`src/rtl/subtracting_bytes_serial_pkg.sv`:
```
// Shared arithmetic-group constants and the serial subtractor state encoding.
package arith_pkg;

    localparam int BYTE_W    = 8;
    localparam int BIT_CNT_W = 3;

    typedef enum logic [1:0] {
        IDLE = 2'd0,
        RUN  = 2'd1,
        DONE = 2'd2
    } sub_state_t;

endpackage

```
`src/rtl/subtracting_bytes_serial_fa.sv`:
```
// Single-bit full adder shared by the arithmetic group: out = in0^in1^in2, cout = majority.
module FULL_ADDER (
    input  logic in0,
    input  logic in1,
    input  logic in2,
    output logic out,
    output logic cout
);

    assign out  = in0 ^ in1 ^ in2;
    assign cout = (in0 & in1) | (in0 & in2) | (in1 & in2);

endmodule

```
`src/rtl/subtracting_bytes_serial.sv`:
```
// Bit-serial 8-bit subtractor (in0 - in1 - bin), LSB first through one full-adder cell.
// Optional signed-overflow output enabled by defining SUBTRACTING_BYTES_OVF_EN.
module subtracting_bytes_serial
    import arith_pkg::*;
(
    input  logic              clk,
    input  logic              rst,
    input  logic              start,
    input  logic [BYTE_W-1:0] in0,
    input  logic [BYTE_W-1:0] in1,
    input  logic              bin,
    output logic              busy,
    output logic              done,
    output logic [BYTE_W-1:0] out,
    output logic              borrow
`ifdef SUBTRACTING_BYTES_OVF_EN
    ,
    output logic              ovf
`endif
);

    localparam logic [BIT_CNT_W-1:0] LAST_BIT = BIT_CNT_W'(BYTE_W - 1);

    sub_state_t           state_q;
    logic [BIT_CNT_W-1:0] cnt_q;
    logic                 carry_q;
    logic [BYTE_W-1:0]    opa_q;
    logic [BYTE_W-1:0]    opb_q;
    logic [BYTE_W-1:0]    res_q;
    logic [BYTE_W-1:0]    res_d;
    logic                 busy_q;
    logic                 done_q;
    logic [BYTE_W-1:0]    out_q;
    logic                 borrow_q;

    logic                 opa_bit;
    logic                 opb_bit;
    logic                 opb_inv;
    logic                 fa_sum;
    logic                 fa_cout;
    logic                 accept;

    assign opa_bit = opa_q[cnt_q];
    assign opb_bit = opb_q[cnt_q];
    assign opb_inv = ~opb_bit;

    // a - b - bin == a + ~b + ~bin; the carry register holds the inverted borrow.
    FULL_ADDER u_fa (
        .in0  (carry_q),
        .in1  (opa_bit),
        .in2  (opb_inv),
        .out  (fa_sum),
        .cout (fa_cout)
    );

    assign res_d  = {fa_sum, res_q[BYTE_W-1:1]};
    assign accept = !rst && start && (state_q == IDLE || state_q == DONE);

    always_ff @(posedge clk) begin
        if (accept) begin
            opa_q <= in0;
            opb_q <= in1;
            res_q <= '0;
        end else if (state_q == RUN) begin
            res_q <= res_d;
        end
    end

`ifdef SUBTRACTING_BYTES_OVF_EN
    logic ovf_q;
    assign ovf = ovf_q;
`endif

    always_ff @(posedge clk) begin
        if (rst) begin
            state_q  <= IDLE;
            busy_q   <= 1'b0;
            done_q   <= 1'b0;
            out_q    <= '0;
            borrow_q <= 1'b0;
            cnt_q    <= '0;
            carry_q  <= 1'b0;
`ifdef SUBTRACTING_BYTES_OVF_EN
            ovf_q    <= 1'b0;
`endif
        end else begin
            done_q <= 1'b0;
            case (state_q)
                IDLE, DONE: begin
                    if (start) begin
                        state_q <= RUN;
                        busy_q  <= 1'b1;
                        cnt_q   <= '0;
                        carry_q <= ~bin;
                    end else begin
                        state_q <= IDLE;
                    end
                end
                RUN: begin
                    carry_q <= fa_cout;
                    cnt_q   <= cnt_q + 1'b1;
                    // Results are published only here so outputs never show partial sums.
                    if (cnt_q == LAST_BIT) begin
                        state_q  <= DONE;
                        busy_q   <= 1'b0;
                        done_q   <= 1'b1;
                        out_q    <= res_d;
                        borrow_q <= ~fa_cout;
`ifdef SUBTRACTING_BYTES_OVF_EN
                        ovf_q    <= (opa_bit ^ opb_bit) & (opa_bit ^ fa_sum);
`endif
                    end
                end
                default: state_q <= IDLE;
            endcase
        end
    end

    assign busy   = busy_q;
    assign done   = done_q;
    assign out    = out_q;
    assign borrow = borrow_q;

endmodule

```
`config.mk`:
```
export PLATFORM = sky130hd
export DESIGN_NAME = subtracting_bytes_serial
export DESIGN_NICKNAME = d
export VERILOG_FILES = /design/src/rtl/subtracting_bytes_serial_pkg.sv /design/src/rtl/subtracting_bytes_serial_fa.sv /design/src/rtl/subtracting_bytes_serial.sv
export SDC_FILE = /design/constraint.sdc
export NUM_CORES = 1
export LEC_CHECK = 0
export CAP_MARGIN = 0
export CORE_MARGIN = 8
export CORE_UTILIZATION = 45
export DETAILED_ROUTE_END_ITERATION = 12
export GPL_TIMING_DRIVEN = 0
export PLACE_DENSITY = 0.83
export SETUP_SLACK_MARGIN = 0.4
export SKIP_LAST_GASP = 1
export SYNTH_ARGS = -nofsm -noshare
export SYNTH_HDL_FRONTEND = slang
export SYNTH_SLANG_ARGS = --single-unit
```
`constraint.sdc`:
```
create_clock -name clk -period 2.48 [get_ports clk]
set_clock_uncertainty 0.05 [all_clocks]
set_input_delay 0.496 -clock clk [delete_from_list [all_inputs] [get_ports clk]]
set_output_delay 0.496 -clock clk [all_outputs]
set_load 0.1 [all_outputs]
```
* Yosys cells after proc, flatten, opt, wreduce, memory -nomap -nowiden
Index checks and enable logic that the tools add are counted.
Storage, ports and cells: word-level logic and storage cells 54, output and inout port bits 11, bits in registers 41
Operators by class: reduce and logical (&&, ||, !) cells 11, bitwise operators 11, muxes and demuxes 15, equality and inequality tests 5, magnitude comparators 1, add/subtract/negate cells 1
Operators with widths (count):
- 2-to-1 mux 1 bit | 7
- binary-select mux 1 bit (select 3 bit) | 2
- case mux 3 bit (2 select lines) | 1
- less-than comparator 3 x 4 -> 1 bit (second input constant) | 1
- NOT 1 bit | 4
- case mux 1 bit (2 select lines) | 2
- case mux 2 bit (2 select lines) | 1
- AND reduction 2 bit | 2
- OR reduction 2 bit | 2
- adder 3 x 1 -> 3 bit (second input constant) | 1
- bitwise AND 1 bit | 3
- == test 3 bit (second input constant) | 1
- 2-to-1 mux 3 bit | 1
- AND reduction 3 bit | 1
- == test 2 x 1 -> 1 bit (second input constant) | 1
- == test 2 bit (second input constant) | 1
- logical AND 1 bit | 2
- logical NOT 2 bit | 1
- 2-to-1 mux 2 bit | 1
- inequality test 2 x 1 -> 1 bit (second input constant) | 1
- inequality test 2 bit (second input constant) | 1
- bitwise OR 1 bit | 2
- nonzero test 2 bit | 1
- bitwise XOR 1 bit | 2
- 2 further kinds | 2

* Logic depth before layout (Yosys ltp)
Gate-level depths: netlist (run 1).
depth in word-level cells 7, mapped depth 7, depth with buffers taken out 6

* Cells and area by module
A second synthesis (run 1) with hierarchy kept.
Unflattened totals: cells, all modules 132, area total of the unflattened synthesis 1549.0 µm²
Modules (own cells, without submodules):
- subtracting_bytes_serial | area an instance 1529.0 µm², cells an instance 131, instances 1
- FULL_ADDER | area an instance 20.0 µm², cells an instance 1, instances 1

* Worst setup path after synthesis (run 1)
No wires, ideal clock.
path type flip-flop to flip-flop, from register cnt_q[0], to register carry_q, clock period less this slack 2.213 ns, path slack 0.267 ns, data required time 2.298 ns, stages on the path, launching flop included 8, data arrival time 2.031 ns, path through dfxtp_1 > buf_6 > mux4_1 > mux2_2 > fa_1 > mux2_1 > nand2_1 > a21oi_1
Between the ends: cells in the longest elaborated chain, start to end 7, elaborated cells on any way between the ends 11, classes of those cells 5 x mux; 6 x bitwise
RTL lines:
- from (decl) | RTL line subtracting_bytes_serial.sv:25 | logic [BIT_CNT_W-1:0] cnt_q;
- from (signal assigned) | RTL line subtracting_bytes_serial.sv:101 | cnt_q <= cnt_q + 1'b1;
- binary-select mux 1 bit (select 3 bit) | RTL line subtracting_bytes_serial.sv:44 | assign opb_bit = opb_q[cnt_q];
- 2-to-1 mux 1 bit (not written as such) | RTL line subtracting_bytes_serial.sv:44
- NOT 1 bit | RTL line subtracting_bytes_serial.sv:45 | assign opb_inv = ~opb_bit;
- bitwise AND 1 bit | RTL line subtracting_bytes_serial_fa.sv:11 | assign cout = (in0 & in1) | (in0 & in2) | (in1 & in2);
- bitwise OR 1 bit | RTL line subtracting_bytes_serial_fa.sv:11
- bitwise OR 1 bit (*) | RTL line subtracting_bytes_serial_fa.sv:11
- case mux 1 bit (2 select lines) (*) | RTL line subtracting_bytes_serial.sv:88 | case (state_q)
- to (signal assigned) | RTL line subtracting_bytes_serial.sv:94 | carry_q <= ~bin;
- to (signal assigned) | RTL line subtracting_bytes_serial.sv:100 | carry_q <= fa_cout;
- to (decl) | RTL line subtracting_bytes_serial.sv:26 | logic carry_q;
Mark *: on every way between the ends. The rest lies on a longest branch, timed or not. The select of a mux whose other input is x is not followed. A chain may end at the register's enable or synchronous reset.

* Worst setup path after layout (run 1)
Ends and elaborated chain as after synthesis.

==> results by group, run 1 <==
Outcome
  • Status: finished clean

Route
  • Pre-antenna DRT Iters: 4
  • Per-cell routed wire length: 13.84 um
  • Initial DRC Count: roughly 80
  • Vias per inst: 4.972
  • Post-DRT Antenna Nets: 0
  • Vias: around 1100
  • Post-route DRC: 0
  • Total Routed Length: around 3.0 mm

Timing
  • Final hold violation count: 0
  • RSZ-0062 raised after global routing: yes
  • Max Freq: roughly 460 MHz
  • Worst slew margin: roughly 62%
  • Fin crit period: about 2.2 ns
  • Worst Tran Pin Value: between 0.5 and 0.6 ns
  • Final setup violation count: 0
  • Final period utilization: slightly below 90%
  • Slew Viols, Final: 0
  • Final worst slack: slightly above 0.3 ns

Worst setup path
  • Slowest Stage Delay on Critical Path: ~0.50 ns
  • Crit path from: cnt_q[0]$_SDFFE_PP0P_
  • Slowest CP cell: mux4_2
  • Crit. End Element: register
  • Top delay family on crit path: multiplexers
  • Crit path buffers/inverters: 1
  • Setup Crit Path Kind: register to register
  • Crit path DAT: approximately 2.4 ns
  • Most frequent CP cell: mux2_4
  • R2r startpoint: cnt_q[0]$_SDFFE_PP0P_
  • Critical path cell sequence: buf_6, mux4_2, mux2_4, fa_2, mux2_4, nand2_2, a21oi_2
  • Reg2Reg Setup Slack: roughly 0.31 ns
  • Crit Path Max Fanout: 5
  • Worst EP required: around 2.7 ns
  • Crit path launch type: register
  • Reg2reg path depth: 7
  • R2r endpoint: carry_q$_SDFFE_PP0P_

Cells and area
  • FILL cells: around 270
  • Layout cells sized above 1: 22.22%
  • Ant diodes: 0
  • P&R area growth vs syn: 30.21%
  • Final nets: around 190
  • Final Cell Area: about 0.0020 mm^2

Clock network
  • Clock insertion delay at the later pin of the skew report: roughly 0.36 ns
  • Root Buffer: clkbuf_4
  • CTS max path bufs: 2
  • # hold bufs at CTS: 0
  • Clock transition at path regs: around 0.11 ns
  • CTS Buf Count: 5
  • Num Clock Sinks: 40
  • TritonCTS clock tree: built
  • CTS H-tree depth: 2

Floorplanning
  • Die X: about 75 um
  • IO Pins: 31
  • Die height: 74.67 um
  • Die ar.: ~0.0056 mm^2
  • Starting Density: 46.79%
  • Num rows: 21
  • Core area: between 0.003 and 0.004 mm^2

Synth
  • Top cell type's share of synthesized area: 31.02%
  • Yosys warnings: 0
  • Dominant cells by area after synthesis: dfxtp_1 31%, edfxtp_1 31%, a21oi_1 6.8%
  • Synth unique cells: 27
  • Sequential share of the synthesized area: approximately 62%
  • Syn avg cell area: ~12 um^2
  • Mapped Cells: between 100 and 150
  • Prevailing post-synth register cell: dfxtp_1
  • FF+latch count, synth: 40
  • Post-synth top cells: 24 x dfxtp_1, 24 x nand2_1, 21 x a21oi_1
  • Synthesized Nets: around 160
  • Ys async rst share: 0%
  • Post-Synthesis Cell Area: approximately 0.0015 mm^2
  • Post-synth EDFFs: 16
  • Largest area contributor in the netlist: dfxtp_1

Place
  • Placed cell area: ~0.0019 mm^2
  • Post-place setup slack: approximately 0.011 ns
  • GP Congestion: between 0.8 and 0.9
  • Post-DP HPWL: around 2.1 mm
  • Port Buf Inserts: 29

Power and ir drop
  • P_leak: about 0.70 nW
  • Power Dens Cells: 660.3 mW/mm^2
  • Max VDD drop: around 460 uV

GRT
  • Number of global-route vias before repair: between 1000 and 1500
  • Total track usage: between 10% and 20%
  • Initial antenna violation count: 0
  • Overflow after GRT: 0
  • M1 GR Usage: between 10% and 20%
  • First-pass GRT wire length: approximately 5.1 mm
  • Gr busiest metal: met2
  • Met2 GRT Util: between 15 and 20%
  • Largest net degree at the start of global routing: 24
  • GRT met3 Usage: about 4%

Min path
  • Min-Delay Path Class: register to register
  • Worst hold start: out[7]$_SDFFE_PP0P_
  • Worst Hold Depth: 2
  • Worst Hold End: out[7]$_SDFFE_PP0P_

Flow run
  • Maxcap violations: 0
## what timing repair did
action                                  CTS  global route
pin swaps                                 3             1
endpoints found under the setup margin   29             7
buffers inserted                          1             1
gates resized for setup                  35             7
## cells in the final DEF (no fill, tap or decap), drive strengths merged, types with 2 or more instances in the layout
| cell | count |
|---|---|
| clkbuf | 12 |
| edfxtp | 16 |
| ha | 2 |
| clkdlybuf4s50 | 18 |
| nor2 | 6 |
| a21oi | 21 |
| mux2 | 3 |
| clkdlybuf4s15 | 8 |
| mux4 | 4 |
| nand3 | 10 |
| nand2b | 3 |
| dfxtp | 24 |
| nand2 | 24 |
| buf | 7 |
## logic make-up after synthesis
family / Yosys count / share of synthesized area, %
flops: 40 / 62.04
buf+inv: 9 / 3.069
fa+ha+maj: 3 / 2.908
mux: 8 / 9.612
compound gates: 26 / 9.209
simple gates: 46 / 13.17
## worst max-delay path by stage
stage                           endpoint  slack (ns)  cells past startpoint
finish              carry_q$_SDFFE_PP0P_        0.31                      7
global route        carry_q$_SDFFE_PP0P_        0.24                      7
CTS                 carry_q$_SDFFE_PP0P_        0.28                      7
detailed placement    opa_q[4]$_DFFE_PP_        0.01                      3
global placement      opa_q[0]$_DFFE_PP_       -0.36                      3
floorplan           carry_q$_SDFFE_PP0P_        0.38                      7
## registers in the layout, indices dropped and copies added (netlist names)
signal,flops
borrow,1
busy,1
carry_q,1
cnt_q,3
done,1
opa_q,8
opb_q,8
out,8
res_q,7
state_q,2
## worst register-to-register path: cells and delay by family, from the launching register on
family / cells / cell delay (ns)
AND/OR/NAND/NOR: 1 / 0.06
buffers and inverters: 1 / 0.12
adder cells (fa/ha/maj): 1 / 0.37
flip-flops: 1 / 0.36
AO/OA/AOI/OAI: 1 / 0.04
multiplexers: 3 / 1.06
## final cells by class
cell class                 instances  area (um^2)  area share [%]
clock buffer                       6        51.30           2.543
tap                               46        57.56           2.854
clock inverter                     2        33.78           1.675
inverter                           1        3.754          0.1861
multi-input combinational         83        564.3           27.98
buffer                             8        43.79           2.171
timing repair buffer              31        300.3           14.89
sequential                        40        962.2           47.70
## power breakdown
part / switching [mW] / internal [mW] / leakage (nW)
registers: 0.0169 / 0.716 / 0.344
logic: 0.0741 / 0.0756 / 0.312
clock network: 0.213 / 0.237 / 0.0459
## per-stage QoR
| stage | setup TNS [ns] | total power, mW | cells | utilization (%) | hold slack (ns) |
|---|---|---|---|---|---|
| floorplan | 0 | 0.8276 | 132 | - | 0.3866 |
| global placement | -7.160 | 0.8735 | 207 | 57.29 | 0.3952 |
| detailed placement | 0 | 0.8807 | 207 | 57.37 | 0.3970 |
| CTS | 0 | 1.328 | 216 | 60.77 | 0.4133 |
| global route | 0 | 1.380 | 217 | 60.92 | 0.4390 |
| finish | 0 | 1.332 | 217 | 60.92 | 0.4102 |
## routing by layer
| layer | up-vias | share of wire, % |
|---|---|---|
| met2 | 29 | 49 |
| li1 | 541 | - |
| met3 | 7 | 5.8 |
| met4 | 0 | 2.6 |
| met1 | 502 | 43 |
| met5 | - | 0 |
No activity file was read; power rests on OpenSTA's default activity.
==> run 2: changes to the inputs <==
Settings changed: SLEW_MARGIN from default to 20.
==> results by group, run 2 (synthesized netlist as in run 1, its figures left out) <==
Outcome
  • Status: finished clean

Timing
  • Slew Viols, Final: 0 (unchanged)
  • Max Freq: 460.6 MHz (about the same)
  • Worst Tran Pin Value: 0.5611 ns (-0.01158 ns)
  • Worst slew margin: 62.77% (+1.0 points)
  • Final setup violation count: 0 (unchanged)
  • Final period utilization: 87.54% (about the same)
  • RSZ-0062 raised after global routing: yes
  • Final worst slack: 0.3089 ns (-0.0008250 ns)
  • Sum Neg Setup Slack: 0 ns (unchanged)
  • Hold slack: 0.4104 ns (+0.0001890 ns)
  • Fin crit period: 2.171 ns (+0.0008250 ns)
  • Final hold violation count: 0 (unchanged)

Place
  • Port Buf Inserts: 29 (unchanged)
  • DP Cell Count: 208 (+0.48%)
  • Post-place setup slack: 0.2851 ns (+0.2743 ns)
  • GP Congestion: 0.8670 (unchanged)
  • Placed cell area: 0.001911 mm^2 (+0.59%)
  • Post-DP HPWL: 2.225 mm (+3.5%)

Power and ir drop
  • NetSw: 0.2962 mW (-2.5%)
  • Switching Fraction: 24.65% (+1.8 points)
  • Pwr Total: 1.202 mW (-9.7%)
  • Flop pwr share: 61.0% (+6.0 points)
  • Int Power: 0.9057 mW (-12%)
  • Comb power frac: 12.6% (+1.4 points)
  • Clock network power share: 26.4% (-7.4 points)
  • Power Dens Cells: 597.4 mW/mm^2 (-9.5%)
  • P_leak: 0.7049 nW (+0.53%)
  • Max VDD drop: 310.8 uV (-32%)

Floorplanning
  • Num rows: 21 (unchanged)
  • Core area: 0.003311 mm^2 (unchanged)
  • Die height: 74.67 um (unchanged)
  • Die X: 74.67 um (unchanged)
  • Starting Density: 46.79% (unchanged)
  • Die ar.: 0.005576 mm^2 (unchanged)
  • IO Pins: 31 (unchanged)

GRT
  • Overflow after GRT: 0 (unchanged)
  • Total track usage: 13.15% (+1.1 points)
  • Largest net degree at the start of global routing: 17 (-29%)
  • Number of global-route vias before repair: 1178 (+3.9%)
  • First-pass GRT wire length: 5.520 mm (+8.0%)
  • Initial antenna violation count: 0 (unchanged)

Flow run
  • Maxcap violations: 0 (unchanged)

Worst setup path
  • R2r startpoint: cnt_q[0]$_SDFFE_PP0P_
  • Slowest CP cell: mux4_2
  • Crit path buffers/inverters: 1 (unchanged)
  • Crit path DAT: 2.35 ns (about the same)
  • Crit path launch type: register
  • Crit path from: cnt_q[0]$_SDFFE_PP0P_
  • Critical path cell sequence: buf_6, mux4_2, mux2_4, fa_2, mux2_4, nand2_2, a21oi_2
  • Slowest Stage Delay on Critical Path: 0.49 ns (about the same)
  • Top delay family on crit path: multiplexers
  • Crit. End Element: register
  • Setup Crit Path Kind: register to register
  • Crit Path Max Fanout: 6 (+1)
  • Worst EP required: 2.66 ns (about the same)
  • Most frequent CP cell: mux2_4

Cells and area
  • Post-layout util: 60.77% (-0.15 points)
  • FF/Latch Area: 962.2 um^2 (unchanged)
  • FILL cells: 277 (+1.5%)
  • Ant diodes: 0 (unchanged)
  • P&R area growth vs syn: 29.89%
  • Fin cells: 221 (+1.8%)
  • Commonest non-fill, non-tap cells in the layout: 23 x nand2_1, 23 x dfxtp_1, 20 x a21oi_1
  • Final Cell Area: 0.002012 mm^2 (-0.25%)
  • Layout cells sized above 1: 22.86% (+0.63 points)
  • Multi-input gate area: 554.3 um^2 (-1.8%)
  • Final nets: 197 (+2.1%)

Clock network
  • # hold bufs at CTS: 0 (unchanged)
  • CTS H-tree depth: 2 (unchanged)
  • CTS max path bufs: 2 (unchanged)
  • CTS Buf Count: 5 (unchanged)
  • Clock transition at path regs: 0.11 ns (about the same)
  • Num Clock Sinks: 40 (unchanged)
  • Clock insertion delay at the later pin of the skew report: 0.35 ns (about the same)
  • Root Buffer: clkbuf_4
  • TritonCTS clock tree: built

Route
  • Initial DRC Count: 115 (+40%)
  • Vias: 1096 (+1.6%)
  • Vias per inst: 4.959 (-0.26%)
  • Pre-antenna DRT Iters: 4 (unchanged)
  • Per-cell routed wire length: 14.07 um (+1.6%)
  • Post-DRT Antenna Nets: 0 (unchanged)
  • Post-route DRC: 0 (unchanged)
  • Total Routed Length: 3.109 mm (+3.5%)

Min path
  • Worst hold start: out[7]$_SDFFE_PP0P_
  • Min-Delay Path Class: register to register
run 2: worst min-delay path: stages, from the launching register on:
cell and delay (ns):
dfxtp_1 0.32, nand2_1 0.05, a21oi_1 0.05
run 2: area by class of cell:
| class | instances | share of cell area (%) |
|---|---|---|
| Buffer | 8 | 2.177 |
| Clock buffer | 7 | 2.239 |
| Clock inverter | 1 | 0.2488 |
| Inverter | 1 | 0.1866 |
| Multi-Input combinational cell | 83 | 27.55 |
| Sequential cell | 40 | 47.82 |
| Tap cell | 46 | 2.861 |
| Timing Repair Buffer | 35 | 16.92 |
run 2: worst paths after layout:
path                                             end  cells past startpoint  slack [ns]
worst max-delay path            carry_q$_SDFFE_PP0P_                      7        0.31
worst min-delay path             out[7]$_SDFFE_PP0P_                      2        0.41
worst max register to register  carry_q$_SDFFE_PP0P_                      7        0.31
worst min register to register   out[7]$_SDFFE_PP0P_                      2        0.41
run 2: power by group through the flow:
stage	Clock [mW]	Sequential, mW	Combinational, mW
6_report	0.317	0.733	0.152
3_5_place_dp	0	0.748	0.135
5_1_grt	0.346	0.737	0.168
3_3_place_gp	0	0.745	0.128
4_1_cts	0.326	0.733	0.148
2_1_floorplan	0	0.755	0.0731
run 2: metal layers:
metal / global-route usage (%) / up-vias / routed length [um]
met2: 22.07 / 36 / 1569
met3: 5.193 / 6 / 222
met1: 14.07 / 508 / 1266
met5: 0 / - / 0
met4: 6.522 / 0 / 51
li1: - / 546 / -
run 2: timing repair:
| item | in CTS | in global routing |
|---|---|---|
| buffers inserted | 4 | 1 |
| endpoints found under the setup margin | 14 | 6 |
| pin swaps | 3 | 1 |
| gates resized for setup | 34 | 6 |
| gates cloned | 0 | 0 |
